File: src/rtl/ps2_pkg.sv
// Shared PS/2 definitions: transmitter FSM states, command and reply bytes,
// and the host-to-device frame builder.
package ps2_pkg;

  typedef enum logic [2:0] {
    ST_IDLE,
    ST_INHIBIT,
    ST_REQ,
    ST_WAIT_FIRST,
    ST_BITS,
    ST_ACK,
    ST_WAIT_IDLE,
    ST_FAIL
  } ps2_tx_state_e;

  localparam logic [7:0] PS2_CMD_SET_LED = 8'hED;
  localparam logic [7:0] PS2_CMD_ENABLE  = 8'hF4;
  localparam logic [7:0] PS2_CMD_RESEND  = 8'hFE;
  localparam logic [7:0] PS2_CMD_RESET   = 8'hFF;

  localparam logic [7:0] PS2_ACK    = 8'hFA;
  localparam logic [7:0] PS2_BAT_OK = 8'hAA;

  // {stop, odd parity, data}, shifted out LSB first
  function automatic logic [9:0] ps2_frame(input logic [7:0] d);
    return {1'b1, ~^d, d};
  endfunction

endpackage

File: src/rtl/ps2_clk_filter.sv
// PS2Clk conditioning: 2-flop sync, stability filter, falling-edge pulse.
// Shared by the host transmitter and the keyboard receive path.
module ps2_clk_filter #(
  parameter int unsigned FILT_CYC = 8
) (
  input  logic clk_i,
  input  logic rst_i,
  input  logic ps2_clk_i,
  output logic clk_lvl_o,
  output logic fe_o
);

  localparam int unsigned CW = $clog2(FILT_CYC + 1);

  logic          sync1_q, sync2_q;
  logic          filt_q, filt_d;
  logic          prev_q;
  logic [CW-1:0] cnt_q, cnt_d;

  // Bring the asynchronous line into the clock domain (idle high)
  always_ff @(posedge clk_i or posedge rst_i) begin
    if (rst_i) begin
      sync1_q <= 1'b1;
      sync2_q <= 1'b1;
    end else begin
      sync1_q <= ps2_clk_i;
      sync2_q <= sync1_q;
    end
  end

  // Accept a new level only once it has held for FILT_CYC cycles
  always_comb begin
    filt_d = filt_q;
    cnt_d  = '0;
    if (sync2_q != filt_q) begin
      if (cnt_q == CW'(FILT_CYC - 1)) begin
        filt_d = sync2_q;
      end else begin
        cnt_d = cnt_q + 1'b1;
      end
    end
  end

  // Filtered level, its previous value and the stability counter
  always_ff @(posedge clk_i or posedge rst_i) begin
    if (rst_i) begin
      filt_q <= 1'b1;
      prev_q <= 1'b1;
      cnt_q  <= '0;
    end else begin
      filt_q <= filt_d;
      prev_q <= filt_q;
      cnt_q  <= cnt_d;
    end
  end

  assign clk_lvl_o = filt_q;
  assign fe_o      = prev_q & ~filt_q;

endmodule

File: src/rtl/ps2_host_tx.sv
// PS/2 host-to-device command transmitter (open-drain pull-low enables).
// Optional macro PS2_TX_RETRY_EN: retry NACK/timeout up to MAX_RETRY times.
module ps2_host_tx
  import ps2_pkg::*;
#(
  parameter int unsigned CLK_HZ       = 100_000_000,
  parameter int unsigned INHIBIT_CYC  = 10_000,
  parameter int unsigned START_TO_CYC = 1_500_000,
  parameter int unsigned PKT_TO_CYC   = 200_000,
  parameter int unsigned FILT_CYC     = 8,
  parameter int unsigned MAX_RETRY    = 2
) (
  input  logic       clk,
  input  logic       rst,
  input  logic [7:0] tx_data,
  input  logic       tx_valid,
  output logic       tx_ready,
  output logic       tx_done,
  output logic       tx_err,
  output logic       tx_active,
  input  logic       ps2_clk_i,
  input  logic       ps2_data_i,
  output logic       ps2_clk_oe,
  output logic       ps2_data_oe
);

  localparam int unsigned TMAX =
    (START_TO_CYC > INHIBIT_CYC) ? START_TO_CYC : INHIBIT_CYC;
  localparam int unsigned TW = $clog2(TMAX + 1);
  localparam int unsigned PW = $clog2(PKT_TO_CYC + 1);

  ps2_tx_state_e state_q, state_d;
  logic [TW-1:0] tmr_q, tmr_d;
  logic [PW-1:0] pkt_q, pkt_d;
  logic [3:0]    bit_q, bit_d;
  logic [7:0]    byte_q, byte_d;
  logic [9:0]    sh_q, sh_d;
  logic          dsync1_q, dsync2_q;
  logic          clk_lvl, fe;
  logic          abort;
  logic          pkt_exp;
  logic          unused_cfg;

`ifdef PS2_TX_RETRY_EN
  localparam int unsigned RW = $clog2(MAX_RETRY + 2);
  logic [RW-1:0] retry_q, retry_d;
`endif

  assign unused_cfg = (CLK_HZ == 0) ^ (MAX_RETRY == 0);

  ps2_clk_filter #(
    .FILT_CYC (FILT_CYC)
  ) u_clk_filt (
    .clk_i     (clk),
    .rst_i     (rst),
    .ps2_clk_i (ps2_clk_i),
    .clk_lvl_o (clk_lvl),
    .fe_o      (fe)
  );

  // Data line only needs synchronising; it is sampled at filtered edges
  always_ff @(posedge clk or posedge rst) begin
    if (rst) begin
      dsync1_q <= 1'b1;
      dsync2_q <= 1'b1;
    end else begin
      dsync1_q <= ps2_data_i;
      dsync2_q <= dsync1_q;
    end
  end

  assign pkt_exp = (pkt_q == PW'(PKT_TO_CYC - 1));

  // Next state, timers, shifter and handshake outputs
  always_comb begin
    state_d   = state_q;
    tmr_d     = tmr_q;
    pkt_d     = pkt_q;
    bit_d     = bit_q;
    byte_d    = byte_q;
    sh_d      = sh_q;
    abort     = 1'b0;
    tx_done   = 1'b0;
    tx_err    = 1'b0;
`ifdef PS2_TX_RETRY_EN
    retry_d   = retry_q;
`endif

    unique case (state_q)
      ST_IDLE: begin
        if (tx_valid) begin
          byte_d  = tx_data;
          bit_d   = '0;
          tmr_d   = '0;
          state_d = ST_INHIBIT;
`ifdef PS2_TX_RETRY_EN
          retry_d = '0;
`endif
        end
      end
      ST_INHIBIT: begin
        if (tmr_q == TW'(INHIBIT_CYC - 1)) begin
          tmr_d   = '0;
          bit_d   = '0;
          sh_d    = ps2_frame(byte_q);
          state_d = ST_REQ;
        end else begin
          tmr_d = tmr_q + 1'b1;
        end
      end
      ST_REQ: begin
        tmr_d   = '0;
        state_d = ST_WAIT_FIRST;
      end
      ST_WAIT_FIRST: begin
        if (fe) begin
          pkt_d   = '0;
          state_d = ST_BITS;
        end else if (tmr_q == TW'(START_TO_CYC - 1)) begin
          abort = 1'b1;
        end else begin
          tmr_d = tmr_q + 1'b1;
        end
      end
      ST_BITS: begin
        pkt_d = pkt_q + 1'b1;
        if (fe) begin
          sh_d  = {1'b1, sh_q[9:1]};
          bit_d = bit_q + 1'b1;
          if (bit_q == 4'd8) begin
            state_d = ST_ACK;
          end
        end else if (pkt_exp) begin
          abort = 1'b1;
        end
      end
      ST_ACK: begin
        pkt_d = pkt_q + 1'b1;
        if (fe) begin
          if (dsync2_q) begin
            abort = 1'b1;
          end else begin
            state_d = ST_WAIT_IDLE;
          end
        end else if (pkt_exp) begin
          abort = 1'b1;
        end
      end
      ST_WAIT_IDLE: begin
        pkt_d = pkt_q + 1'b1;
        if (clk_lvl && dsync2_q) begin
          tx_done = 1'b1;
          state_d = ST_IDLE;
        end else if (pkt_exp) begin
          abort = 1'b1;
        end
      end
      ST_FAIL: begin
        tx_err  = 1'b1;
        state_d = ST_IDLE;
      end
      default: begin
        state_d = ST_IDLE;
      end
    endcase

    if (abort) begin
`ifdef PS2_TX_RETRY_EN
      if (retry_q < RW'(MAX_RETRY)) begin
        retry_d = retry_q + 1'b1;
        tmr_d   = '0;
        state_d = ST_INHIBIT;
      end else begin
        state_d = ST_FAIL;
      end
`else
      state_d = ST_FAIL;
`endif
    end
  end

  // State and datapath registers
  always_ff @(posedge clk or posedge rst) begin
    if (rst) begin
      state_q <= ST_IDLE;
      tmr_q   <= '0;
      pkt_q   <= '0;
      bit_q   <= '0;
      byte_q  <= '0;
      sh_q    <= '1;
    end else begin
      state_q <= state_d;
      tmr_q   <= tmr_d;
      pkt_q   <= pkt_d;
      bit_q   <= bit_d;
      byte_q  <= byte_d;
      sh_q    <= sh_d;
    end
  end

`ifdef PS2_TX_RETRY_EN
  // Attempt counter, cleared on every new accepted byte
  always_ff @(posedge clk or posedge rst) begin
    if (rst) begin
      retry_q <= '0;
    end else begin
      retry_q <= retry_d;
    end
  end
`endif

  assign tx_ready    = (state_q == ST_IDLE);
  assign tx_active   = (state_q != ST_IDLE);
  assign ps2_clk_oe  = (state_q == ST_INHIBIT) || (state_q == ST_REQ);
  assign ps2_data_oe = (state_q == ST_REQ) ||
                       (state_q == ST_WAIT_FIRST) ||
                       ((state_q == ST_BITS) && !sh_q[0]);

endmodule

File: config.mk
export PLATFORM = sky130hd
export DESIGN_NAME = ps2_host_tx
export DESIGN_NICKNAME = d
export VERILOG_FILES = /design/src/rtl/ps2_pkg.sv /design/src/rtl/ps2_clk_filter.sv /design/src/rtl/ps2_host_tx.sv
export SDC_FILE = /design/constraint.sdc
export NUM_CORES = 1
export LEC_CHECK = 0
export ABC_AREA = 1
export BUFFER_PORTS_ARGS = -buffer_cell sky130_fd_sc_hd__buf_4
export CORE_AREA = 4 4 116 118
export CTS_CLUSTER_SIZE = 24
export DETAILED_ROUTE_END_ITERATION = 16
export DIE_AREA = 0 0 120 122
export GPL_TIMING_DRIVEN = 0
export PLACE_DENSITY = 0.57
export RECOVER_POWER = 25
export SYNTH_ARGS = -nofsm -noshare
export SYNTH_HDL_FRONTEND = slang
export SYNTH_SLANG_ARGS = --single-unit
File: constraint.sdc
create_clock -name clk -period 5.49 [get_ports clk]
set_clock_uncertainty 0.1 [all_clocks]
set_input_delay 1.098 -clock clk [delete_from_list [all_inputs] [get_ports clk]]
set_output_delay 1.098 -clock clk [all_outputs]
set_load 0.02 [all_outputs]
==> results of run 1 <==
==> stage by stage <==
step | total power [mW] | hold slack, ns | util, %
finish | 2.143 | 0.2556 | 41.00
global route | 2.305 | 0.2610 | 41.00
CTS | 2.174 | 0.2562 | 41.01
detailed placement | 1.575 | 0.2478 | 38.63
global placement | 1.558 | 0.2489 | 38.39
floorplan | 1.363 | 0.2452 | -
==> power by group through the flow <==
stage | registers [mW] | clock network [mW] | logic [mW]
2_1_floorplan | 0.746 | 0 | 0.617
3_3_place_gp | 0.766 | 0 | 0.792
3_5_place_dp | 0.767 | 0 | 0.808
4_1_cts | 0.759 | 0.604 | 0.811
5_1_grt | 0.776 | 0.626 | 0.903
6_report | 0.758 | 0.582 | 0.804
==> metal layers <==
layer / vias up / track usage, % / wire [um] / share of wire, %
met3: 16 / 2.693 / 429 / 4.3
li1: 1992 / - / - / -
met5: - / 0 / 0 / 0
met2: 68 / 23.43 / 4610 / 46
met1: 1790 / 19.04 / 4725 / 47
met4: 0 / 6.800 / 206 / 2.1
==> how the worst max path moves through the flow <==
stage                                 startpoint                    to  cells after the start
after detailed placement  state_q[0]$_DFFE_PP0P_           ps2_data_oe                      6
after global routing      state_q[0]$_DFFE_PP0P_           ps2_data_oe                      6
after CTS                 state_q[0]$_DFFE_PP0P_           ps2_data_oe                      6
after floorplan                              rst  bit_q[0]$_DFFE_PP0P_                      1
final                     state_q[0]$_DFFE_PP0P_           ps2_data_oe                      6
after global placement                       rst  tmr_q[5]$_DFFE_PP0P_                      2
==> cells in the final DEF (no fill, tap or decap), types with 2 or more instances in the layout <==
cell,count
sky130_fd_sc_hd__xnor2_1,6
sky130_fd_sc_hd__xor2_1,16
sky130_fd_sc_hd__o21ai_0,30
sky130_fd_sc_hd__a21oi_1,5
sky130_fd_sc_hd__dfrtp_1,58
sky130_fd_sc_hd__o22ai_1,2
sky130_fd_sc_hd__inv_1,61
sky130_fd_sc_hd__nand2_1,197
sky130_fd_sc_hd__nand3_2,2
sky130_fd_sc_hd__buf_4,18
sky130_fd_sc_hd__clkbuf_16,9
sky130_fd_sc_hd__nand3b_1,4
sky130_fd_sc_hd__nand2_2,3
sky130_fd_sc_hd__ha_1,5
sky130_fd_sc_hd__nand3_4,2
sky130_fd_sc_hd__nor3_1,7
sky130_fd_sc_hd__dfstp_2,14
sky130_fd_sc_hd__buf_2,6
sky130_fd_sc_hd__clkbuf_4,3
sky130_fd_sc_hd__nand4_1,11
sky130_fd_sc_hd__clkinvlp_4,2
sky130_fd_sc_hd__nand2_4,2
sky130_fd_sc_hd__inv_2,7
sky130_fd_sc_hd__mux2_2,10
sky130_fd_sc_hd__o211ai_1,3
sky130_fd_sc_hd__nand3_1,61
sky130_fd_sc_hd__nor2_4,5
sky130_fd_sc_hd__nor2_1,66
==> worst max-delay path: stages, from the launching register on <==
cell	delay [ns]
sky130_fd_sc_hd__dfrtp_1	0.32
sky130_fd_sc_hd__buf_2	0.24
sky130_fd_sc_hd__nor2_4	0.08
sky130_fd_sc_hd__nand2_2	0.14
sky130_fd_sc_hd__buf_1	0.37
sky130_fd_sc_hd__o22ai_1	0.16
sky130_fd_sc_hd__buf_4	0.19
==> cell families (layout without fill, tap and decap cells) <==
| group | Yosys count | in the layout |
|---|---|---|
| mux | 11 | 11 |
| compound gates | 45 | 45 |
| simple gates | 366 | 366 |
| flops | 73 | 73 |
| xor+xnor | 22 | 22 |
| fa+ha+maj | 5 | 5 |
| buf+inv | 82 | 117 |
==> sequential cells by signal, indices dropped and copies added (netlist names) <==
signal and count:
bit_q 4, byte_q 8, dsync1_q 1, dsync2_q 1
pkt_q 18, sh_q 9, state_q 3, tmr_q 21
u_clk_filt.clk_lvl_o 1, u_clk_filt.cnt_q 4, u_clk_filt.prev_q 1, u_clk_filt.sync1_q 1
u_clk_filt.sync2_q 1
==> layout make-up <==
class,instances,area (um2)
Clock buffer,10,229.0
Tap cell,172,215.2
Inverter,71,270.3
Clock inverter,6,67.56
Buffer,11,67.56
Fill cell,1280,7355
Multi-Input combinational cell,449,2253
Timing Repair Buffer,19,162.7
Sequential cell,73,1846
==> metrics.log, run 1 <==
[metrics] vertical extent of the die: 122 um
[metrics] sinks on the clock net: 73
[metrics] element type at the critical path start: flip-flop
[metrics] violation count after the first detailed-route iteration: 261
[metrics] Placed Cells: 795
[metrics] internal power: 1.314 mW
[metrics] Max Slew Vio Count: 0
[metrics] global route overflow: 0
[metrics] Distinct cells, synth: 41
[metrics] worst-margin pin slew: 0.7758 ns
[metrics] number of nets in the final layout: 652
[metrics] slack of the worst reg-to-reg path: 3.53 ns
[metrics] initial cell density of the core: 35.58%
[metrics] RSZ-0062 raised after global routing: false
[metrics] Bufs on Longest Clock Path: 2
[metrics] via count of the first global-routing pass: 3637
[metrics] standard-cell rows: 41
[metrics] number of flops mapped to enable cells by yosys: 0
[metrics] setup_tns: 0 ns
[metrics] syn avg cell area: 7.344 um2
[metrics] main area contributors after synthesis: sky130_fd_sc_hd__dfrtp_1 (33%), sky130_fd_sc_hd__nand2_1 (17%), sky130_fd_sc_hd__dfstp_2 (8.9%), sky130_fd_sc_hd__nand3_1 (6.9%), sky130_fd_sc_hd__nor2_1 (5.6%)
[metrics] routed vias: 3866
[metrics] average via count per standard cell: 4.767
[metrics] mux cell area share after synthesis: 2.764%
[metrics] crit share post-route: 55.18%
[metrics] largest family of logic cells by synthesized area: simple AND/OR/NAND/NOR gates
[metrics] combined global-route utilization of all metal layers: 14.56%
[metrics] Final Instance Count excl. Fillers: 811
[metrics] Std-Cell Core Area: 12470 um2
[metrics] Hold WC Path Type: reg2reg
[metrics] IR drop worst, VDD: 142.2 uV
[metrics] cell type with the largest total area after synthesis: sky130_fd_sc_hd__dfrtp_1
[metrics] Hold Crit Depth: 0
[metrics] fraction of synthesized cell area taken by the top area cell type: 32.72%
[metrics] Critical Setup Path Class: reg2out
[metrics] Post-Synthesis Cells: 604
[metrics] timing-limited maximum frequency: 330.1 MHz
[metrics] sum of routed wire length over all layers: 9972 um
[metrics] share of cells above drive strength 1: 14.87%
[metrics] sequential area share after synthesis: 41.61%
[metrics] status: finished, final reports clean
[metrics] total power density per cell area: 419.3 nW/um2
[metrics] logic gate share of total power: 37.5%
[metrics] worst min-delay path startpoint: dsync1_q$_DFF_PP1_
[metrics] element type at the critical path end: primary output
[metrics] switch share: 38.70%
[metrics] Inserted Clock Buffers: 9
[metrics] post-route design area: 5111 um2
[metrics] number of gates resized after cts: 0
[metrics] predominant post-synthesis flop cell: sky130_fd_sc_hd__dfrtp_1
[metrics] count of antenna diodes in the layout: 0
[metrics] cell count of the worst reg-to-reg path: 10
[metrics] synth-to-layout area growth: 15.23%
[metrics] Reg clk slew, reported paths: 0.06 ns
[metrics] Yosys warning total: 0
[metrics] Die Outline Area: 14640 um2
[metrics] max-capacitance violation count: 0
[metrics] chip width: 120 um
[metrics] Post-Synth Adder-Cell Area: 1.410%
[metrics] post-CTS setup-driven buffer insertion count: 0
[metrics] worst endpoint required time: 4.29 ns
[metrics] ports placed on the boundary: 19
[metrics] first-pass GRT wire length: 17200 um
[metrics] most numerous cell in the Yosys netlist: sky130_fd_sc_hd__nand2_1
[metrics] sequential power share: 35.4%
[metrics] final worst slack: 2.461 ns
[metrics] Worst Hold Endpoint: dsync2_q$_DFF_PP1_
[metrics] number of remaining DRC errors: 0
[metrics] simple logic cell fraction of the synthesized area: 36.53%
[metrics] time the final worst path needs with I/O delays and setup: 3.029 ns
[metrics] reg-to-reg critical path startpoint: u_clk_filt.prev_q$_DFF_PP1_
[metrics] DP Wirelength: 7308 um
[metrics] compound-cell area share of the yosys netlist: 5.755%
[metrics] area share of xor/xnor cells in the synthesized design: 4.344%
[metrics] Final Setup Violations: 0
[metrics] most used standard cells in the synthesized netlist: sky130_fd_sc_hd__nand2_1 (197), sky130_fd_sc_hd__nor2_1 (66), sky130_fd_sc_hd__inv_1 (62), sky130_fd_sc_hd__nand3_1 (61), sky130_fd_sc_hd__dfrtp_1 (58)
[metrics] number of port buffers: 18
[metrics] root buffer selected by CTS: sky130_fd_sc_hd__clkbuf_16
[metrics] Worst-Skew Late Latency: 0.34 ns
[metrics] Wirelength per Cell: 12.30 um
[metrics] Crit path arrival time: 1.83 ns
[metrics] TritonCTS clock tree: done
[metrics] proportion of power drawn by the clock network: 27.2%
[metrics] First-pass DRT Iterations: 5
[metrics] GP Congestion: 0.8954
[metrics] number of buffers inserted for hold repair after clock tree synthesis: 0
[metrics] number of register bits inferred by synthesis: 73
[metrics] instance area at placement: 4816 um2
[metrics] number of nets with antenna violations after detailed routing: 0
[metrics] leakage power summed over all cells: 2.460 nW
[metrics] H-tree Lvls: 3
[metrics] max-slew headroom at the worst pin: 47.99%
[metrics] reg-to-reg endpoint: tmr_q[20]$_DFFE_PP0P_
[metrics] share of synthesized flip-flops with an asynchronous set or reset: 100.0%
[metrics] worst setup slack before clock tree synthesis: 2.786 ns
[metrics] net load switching power: 0.8294 mW
[metrics] worst-path fanout max: 10
[metrics] post-synthesis instance area: 4436 um2
[metrics] largest net degree at the start of global routing: 59
[metrics] net count of the mapped netlist: 622
[metrics] initial antenna violation count: 0
[metrics] final hold violation count: 0
Power figures use the tool's default switching activity.
==> run 2: changes to the inputs <==
==> constraint.sdc (replaced) <==
create_clock -name clk -period 3.1 [get_ports clk]
set_clock_uncertainty 0.1 [all_clocks]
set_input_delay 0.62 -clock clk [delete_from_list [all_inputs] [get_ports clk]]
set_output_delay 0.62 -clock clk [all_outputs]
set_load 0.02 [all_outputs]
==> run 2 against run 1 <==
Non-clock buffer count did not move. Clock power rose by 77%. Power rose by 77%. Highest routed layer unchanged. Combinational power increased by 77%. Cell count unchanged. First-iteration DRC count unchanged. Sequential share of layout area rose by 0.16 points.
==> metrics.log, run 2 (synthesis results as in run 1) <==
[metrics] time the final worst path needs with I/O delays and setup: 2.552 ns
[metrics] status: finished, final reports clean (unchanged)
[metrics] RSZ-0062 raised after global routing: false (unchanged)
[metrics] Wirelength per Cell: 12.26 um (was 12.30 um)
[metrics] via count of the first global-routing pass: 3637 (unchanged)
[metrics] setup_tns: 0 ns (unchanged)
[metrics] total power density per cell area: 744.7 nW/um2 (was 419.3 nW/um2)
[metrics] leakage power summed over all cells: 2.452 nW (was 2.460 nW)
[metrics] max-slew headroom at the worst pin: 3.670% (was 47.99%)
[metrics] GP Congestion: 0.8954 (unchanged)
[metrics] element type at the critical path start: flip-flop (unchanged)
[metrics] global route overflow: 0 (unchanged)
[metrics] number of gates resized after cts: 0 (unchanged)
[metrics] flip-flop count of the largest register, all copies and words added: 21 (unchanged)
[metrics] largest registers: tmr_q x21, pkt_q x18, sh_q x9 (unchanged)
[metrics] Worst-Skew Late Latency: 0.34 ns (about the same)
[metrics] Critical Setup Path Class: reg2out (unchanged)
[metrics] number of port buffers: 18 (unchanged)
[metrics] sum of routed wire length over all layers: 9941 um (was 9972 um)
[metrics] count of antenna diodes in the layout: 0 (unchanged)
[metrics] number of nets in the final layout: 652 (unchanged)
[metrics] post-CTS setup-driven buffer insertion count: 0 (unchanged)
[metrics] standard-cell rows: 41 (unchanged)
[metrics] number of remaining DRC errors: 0 (unchanged)
[metrics] worst-path cell chain: buf_2 -> nor2_4 -> nand2_2 -> buf_1 -> o22ai_1 -> buf_4 (unchanged)
[metrics] largest reg by FF count: tmr_q (unchanged)
[metrics] most common cell after layout, fill and taps aside: sky130_fd_sc_hd__nand2_1 (unchanged)
[metrics] Hold WC Path Type: in2async (was reg2reg)
[metrics] initial antenna violation count: 0 (unchanged)
[metrics] most used cells in the layout excluding fill and tap cells: sky130_fd_sc_hd__nand2_1 (197), sky130_fd_sc_hd__nor2_1 (66), sky130_fd_sc_hd__nand3_1 (61), sky130_fd_sc_hd__inv_1 (61), sky130_fd_sc_hd__dfrtp_1 (58) (unchanged)
[metrics] Crit path arrival time: 1.83 ns (about the same)
[metrics] CP peak stage delay: 0.37 ns (about the same)
[metrics] TritonCTS clock tree: done (unchanged)
[metrics] chip width: 120 um (unchanged)
[metrics] vertical extent of the die: 122 um (unchanged)
[metrics] Hold Slack: 0.2450 ns (was 0.2556 ns)
[metrics] timing-limited maximum frequency: 391.8 MHz
[metrics] share of cells above drive strength 1: 14.87% (unchanged)
[metrics] final hold violation count: 0 (unchanged)
[metrics] routed vias: 3858 (was 3866)
[metrics] Bufs on Longest Clock Path: 2 (unchanged)
[metrics] average via count per standard cell: 4.757 (was 4.767)
[metrics] number of nets with antenna violations after detailed routing: 0 (unchanged)
[metrics] Reg clk slew, reported paths: 0.06 ns (about the same)
[metrics] Die Outline Area: 14640 um2 (unchanged)
[metrics] Std-Cell Core Area: 12470 um2 (unchanged)
[metrics] DP Wirelength: 7308 um (unchanged)
[metrics] combined global-route utilization of all metal layers: 14.56% (unchanged)
[metrics] worst-margin pin slew: 1.445 ns (was 0.7758 ns)
[metrics] worst endpoint required time: 2.38 ns (was 4.29 ns)
[metrics] ports placed on the boundary: 19 (unchanged)
[metrics] root buffer selected by CTS: sky130_fd_sc_hd__clkbuf_16 (unchanged)
[metrics] First-pass DRT Iterations: 5 (unchanged)
[metrics] final worst slack: 0.5477 ns (was 2.461 ns)
[metrics] H-tree Lvls: 3 (unchanged)
[metrics] worst setup slack before clock tree synthesis: 0.8736 ns (was 2.786 ns)
[metrics] largest net degree at the start of global routing: 59 (unchanged)
[metrics] worst-path fanout max: 10 (unchanged)
[metrics] Final Setup Violations: 0 (unchanged)
[metrics] number of buffers inserted for hold repair after clock tree synthesis: 0 (unchanged)
[metrics] max-capacitance violation count: 0 (unchanged)
[metrics] crit share post-route: 82.33%
[metrics] synth-to-layout area growth: 14.72% (was 15.23%)
[metrics] violation count after the first detailed-route iteration: 261 (unchanged)
[metrics] Inserted Clock Buffers: 9 (unchanged)
[metrics] first-pass GRT wire length: 17200 um (unchanged)
[metrics] initial cell density of the core: 35.58% (unchanged)
[metrics] IR drop worst, VDD: 251.7 uV (was 142.2 uV)
[metrics] Max Slew Vio Count: 0 (unchanged)
[metrics] sinks on the clock net: 73 (unchanged)
[metrics] utilization after layout: 40.82% (was 41.00%)
[metrics] CP max-delay cell: sky130_fd_sc_hd__buf_1 (unchanged)
[metrics] element type at the critical path end: primary output (unchanged)
run 2: layer usage:
| layer | up-vias | part of all wire (%) | track usage (%) |
|---|---|---|---|
| met4 | 0 | 2.1 | 6.800 |
| met2 | 61 | 46 | 23.43 |
| li1 | 1991 | - | - |
| met5 | - | 0 | 0 |
| met3 | 14 | 3.8 | 2.693 |
| met1 | 1792 | 48 | 19.04 |
run 2: area by class of cell:
type                    count  area, um2
plain buffers              11      67.56
clock buffers              10      229.0
clock inverters             6      67.56
fillers                  1283       7377
inverters                  71      270.3
multi-input cells         449       2253
flip-flops and latches     73       1846
well taps                 172      215.2
repair buffers             19      140.1
run 2: per-stage QoR:
| step | power (mW) | instances | cell area [um2] |
|---|---|---|---|
| 2_1_floorplan | 2.414 | 604 | 4436 |
| 3_3_place_gp | 2.758 | 794 | 4786 |
| 3_5_place_dp | 2.789 | 795 | 4816 |
| 4_1_cts | 3.850 | 811 | 5112 |
| 5_1_grt | 4.078 | 811 | 5089 |
| 6_report | 3.789 | 811 | 5089 |
run 2: final timing paths:
kind	start	to	slack [ns]	cells after the start
hold / removal	rst	pkt_q[3]$_DFFE_PP0P_	0.25	2
min in group clk	dsync1_q$_DFF_PP1_	dsync2_q$_DFF_PP1_	0.26	0
setup reg to reg	tmr_q[0]$_DFFE_PP0P_	tmr_q[9]$_DFFE_PP0P_	1.15	8
setup / recovery	state_q[0]$_DFFE_PP0P_	ps2_data_oe	0.55	6
max in group asynchronous	rst	bit_q[1]$_DFFE_PP0P_	0.87	3
hold reg to reg	dsync1_q$_DFF_PP1_	dsync2_q$_DFF_PP1_	0.26	0
run 2: worst max-delay path: cells and delay by family, from the launching register on:
family,cells,cell delay (ns)
flops,1,0.32
simple gates,2,0.22
compound gates,1,0.16
buf+inv,3,0.80
run 2: power by group:
part | switching [mW] | internal (mW)
sequential | 0.150 | 1.19
clock | 0.405 | 0.625
combinational | 0.911 | 0.507
==> run 3: changes to the inputs <==
--- a/config.mk
+++ b/config.mk
@@ -12,7 +12,7 @@
 export DETAILED_ROUTE_END_ITERATION = 16
 export DIE_AREA = 0 0 120 122
 export GPL_TIMING_DRIVEN = 0
-export PLACE_DENSITY = 0.57
+export PLACE_DENSITY = 0.59
 export RECOVER_POWER = 25
 export SYNTH_ARGS = -nofsm -noshare
 export SYNTH_HDL_FRONTEND = slang
==> constraint.sdc (replaced) <==
create_clock -name clk -period 2.3 [get_ports clk]
set_clock_uncertainty 0.1 [all_clocks]
set_input_delay 0.46 -clock clk [delete_from_list [all_inputs] [get_ports clk]]
set_output_delay 0.46 -clock clk [all_outputs]
set_load 0.02 [all_outputs]
==> run 3 against run 2 <==
Wire length rose by 1.4%. Utilization up 0.61 points. Global-route usage increased by 0.43 points. Worst hold slack worse by 0.12 ns. Sequential share of layout area fell by 0.54 points. Largest power group unchanged. Highest routed layer unchanged.
==> metrics.log, run 3 (synthesis results as in run 1) <==
[metrics] Placed Cells: 796 (was 795)
[metrics] standard-cell rows: 41 (unchanged)
[metrics] time the final worst path needs with I/O delays and setup: 2.175 ns
[metrics] buffers and inverters on the worst path: 4 (was 3)
[metrics] max-capacitance violation count: 0 (unchanged)
[metrics] largest net degree at the start of global routing: 33 (was 59)
[metrics] largest reg by FF count: tmr_q (unchanged)
[metrics] final hold violation count: 0 (unchanged)
[metrics] Wirelength per Cell: 12.39 um (was 12.26 um)
[metrics] Std-Cell Core Area: 12470 um2 (unchanged)
[metrics] GP Congestion: 0.8881 (was 0.8954)
[metrics] CP max-delay cell: sky130_fd_sc_hd__dfrtp_1 (was sky130_fd_sc_hd__buf_1)
[metrics] Hold Slack: 0.1264 ns (was 0.2450 ns)
[metrics] Final Instance Count excl. Fillers: 814 (was 811)
[metrics] post-route design area: 5165 um2 (was 5089 um2)
[metrics] sinks on the clock net: 73 (unchanged)
[metrics] timing-limited maximum frequency: 459.9 MHz
[metrics] worst-path cell chain: buf_2 -> inv_2 -> nand2_2 -> nor2_4 -> inv_2 -> nand2_1 -> buf_4 (was buf_2 -> nor2_4 -> nand2_2 -> buf_1 -> o22ai_1 -> buf_4)
[metrics] most used cells in the layout excluding fill and tap cells: sky130_fd_sc_hd__nand2_1 (197), sky130_fd_sc_hd__nor2_1 (66), sky130_fd_sc_hd__nand3_1 (61), sky130_fd_sc_hd__inv_1 (61), sky130_fd_sc_hd__dfrtp_1 (58) (unchanged)
[metrics] most common cell after layout, fill and taps aside: sky130_fd_sc_hd__nand2_1 (unchanged)
[metrics] setup_tns: 0 ns (unchanged)
[metrics] CP dominant cell by count: sky130_fd_sc_hd__inv_2
[metrics] H-tree Lvls: 3 (unchanged)
[metrics] First-pass DRT Iterations: 5 (unchanged)
[metrics] Inserted Clock Buffers: 9 (unchanged)
[metrics] number of port buffers: 18 (unchanged)
[metrics] number of nets with antenna violations after detailed routing: 0 (unchanged)
[metrics] CP peak stage delay: 0.35 ns (was 0.37 ns)
[metrics] Critical Setup Path Class: reg2out (unchanged)
[metrics] first-pass GRT wire length: 17510 um (was 17200 um)
[metrics] global route overflow: 0 (unchanged)
[metrics] number of nets in the final layout: 655 (was 652)
[metrics] initial cell density of the core: 35.58% (unchanged)
[metrics] violation count after the first detailed-route iteration: 195 (was 261)
[metrics] IR drop worst, VDD: 348.6 uV (was 251.7 uV)
[metrics] RSZ-0062 raised after global routing: false (unchanged)
[metrics] Crit path arrival time: 1.61 ns (was 1.83 ns)
[metrics] leakage power summed over all cells: 2.501 nW (was 2.452 nW)
[metrics] ports placed on the boundary: 19 (unchanged)
[metrics] sum of routed wire length over all layers: 10080 um (was 9941 um)
[metrics] element type at the critical path end: primary output (unchanged)
[metrics] combined global-route utilization of all metal layers: 14.99% (was 14.56%)
[metrics] routed vias: 3874 (was 3858)
[metrics] Worst-Skew Late Latency: 0.34 ns (about the same)
[metrics] worst-margin pin slew: 0.6660 ns (was 1.445 ns)
[metrics] total power after layout: 5.201 mW (was 3.789 mW)
[metrics] max-slew headroom at the worst pin: 55.36% (was 3.670%)
[metrics] Die Outline Area: 14640 um2 (unchanged)
[metrics] Bufs on Longest Clock Path: 2 (unchanged)
[metrics] DP Wirelength: 7483 um (was 7308 um)
[metrics] initial antenna violation count: 0 (unchanged)
[metrics] synth-to-layout area growth: 16.45% (was 14.72%)
[metrics] crit share post-route: 94.55%
[metrics] chip width: 120 um (unchanged)
[metrics] worst-path fanout max: 8 (was 10)
[metrics] TritonCTS clock tree: done (unchanged)
[metrics] root buffer selected by CTS: sky130_fd_sc_hd__clkbuf_16 (unchanged)
[metrics] instance area at placement: 4830 um2 (was 4816 um2)
[metrics] Reg clk slew, reported paths: 0.06 ns (about the same)
[metrics] cell type group with the largest total delay on the critical path: buffers and inverters (unchanged)
[metrics] Final Setup Violations: 0 (unchanged)
[metrics] Hold WC Path Type: in2reg (was in2async)
[metrics] Max Slew Vio Count: 0 (unchanged)
[metrics] flip-flop count of the largest register, all copies and words added: 21 (unchanged)
[metrics] number of remaining DRC errors: 0 (unchanged)
[metrics] vertical extent of the die: 122 um (unchanged)
[metrics] count of antenna diodes in the layout: 0 (unchanged)
[metrics] share of cells above drive strength 1: 15.58% (was 14.87%)
[metrics] total power density per cell area: 1007 nW/um2 (was 744.7 nW/um2)
[metrics] via count of the first global-routing pass: 3753 (was 3637)
[metrics] element type at the critical path start: flip-flop (unchanged)
[metrics] status: finished, final reports clean (unchanged)
[metrics] largest registers: tmr_q x21, pkt_q x18, sh_q x9 (unchanged)
[metrics] worst endpoint required time: 1.74 ns (was 2.38 ns)
[metrics] average via count per standard cell: 4.759 (was 4.757)
-- run 3: timing repair --
| action | CTS | global route |
|---|---|---|
| resized for setup | 1 | 1 |
| hold buffers | 1 | 0 |
| setup buffers | 0 | 2 |
| endpoints found under the hold margin | 12 | 0 |
| setup endpoints to repair | 2 | 2 |
| pin swaps | 0 | 1 |
-- run 3: path summary, 6_finish.rpt --
kind	startpoint	to	slack, ns	cells after the start
hold reg to reg	u_clk_filt.sync1_q$_DFF_PP1_	u_clk_filt.sync2_q$_DFF_PP1_	0.26	0
hold / removal	ps2_clk_i	u_clk_filt.sync1_q$_DFF_PP1_	0.13	1
min in group asynchronous	rst	pkt_q[10]$_DFFE_PP0P_	0.63	3
setup reg to reg	u_clk_filt.prev_q$_DFF_PP1_	tmr_q[3]$_DFFE_PP0P_	0.34	10
max in group asynchronous	rst	dsync2_q$_DFF_PP1_	0.63	5
setup / recovery	state_q[1]$_DFFE_PP0P_	ps2_clk_oe	0.13	7
-- run 3: worst reg2reg max path, cell delays in order, from the launching register on --
cell and delay, ns:
sky130_fd_sc_hd__dfstp_2 0.51, sky130_fd_sc_hd__inv_1 0.03, sky130_fd_sc_hd__nor2_1 0.24, sky130_fd_sc_hd__inv_1 0.16, sky130_fd_sc_hd__nor2_4 0.25, sky130_fd_sc_hd__nor2_4 0.11, sky130_fd_sc_hd__nand2_4 0.11, sky130_fd_sc_hd__inv_2 0.08
sky130_fd_sc_hd__buf_6 0.15, sky130_fd_sc_hd__nand2_1 0.07, sky130_fd_sc_hd__nand2_1 0.05
-- run 3: per-stage QoR --
step | setup slack (ns) | utilization (%)
after floorplan | 0.4132 | -
after global placement | 0.2642 | 38.42
after detailed placement | 0.2555 | 38.74
after CTS | 0.04011 | 41.29
after global routing | 0.03847 | 41.43
final | 0.1255 | 41.43
-- run 3: area by class of cell --
| cell class | count | area, um2 |
|---|---|---|
| well taps | 172 | 215.2 |
| plain buffers | 10 | 63.81 |
| inverters | 71 | 270.3 |
| multi-input cells | 449 | 2265 |
| clock inverters | 6 | 66.31 |
| flip-flops and latches | 73 | 1846 |
| fillers | 1271 | 7301 |
| repair buffers | 23 | 200.2 |
| clock buffers | 10 | 239.0 |
-- run 3: power breakdown --
part           switching (mW)  internal (mW)  total [mW]
registers               0.213           1.61        1.82
logic                    1.24          0.714        1.95
clock network           0.560          0.872        1.43
-- run 3: per-layer routing --
metal	vias up	part of all wire [%]	track usage, %
li1	1986	-	-
met1	1813	46	19.28
met2	58	47	23.85
met3	17	4.1	3.575
met4	0	2.2	7.087
met5	-	0	0
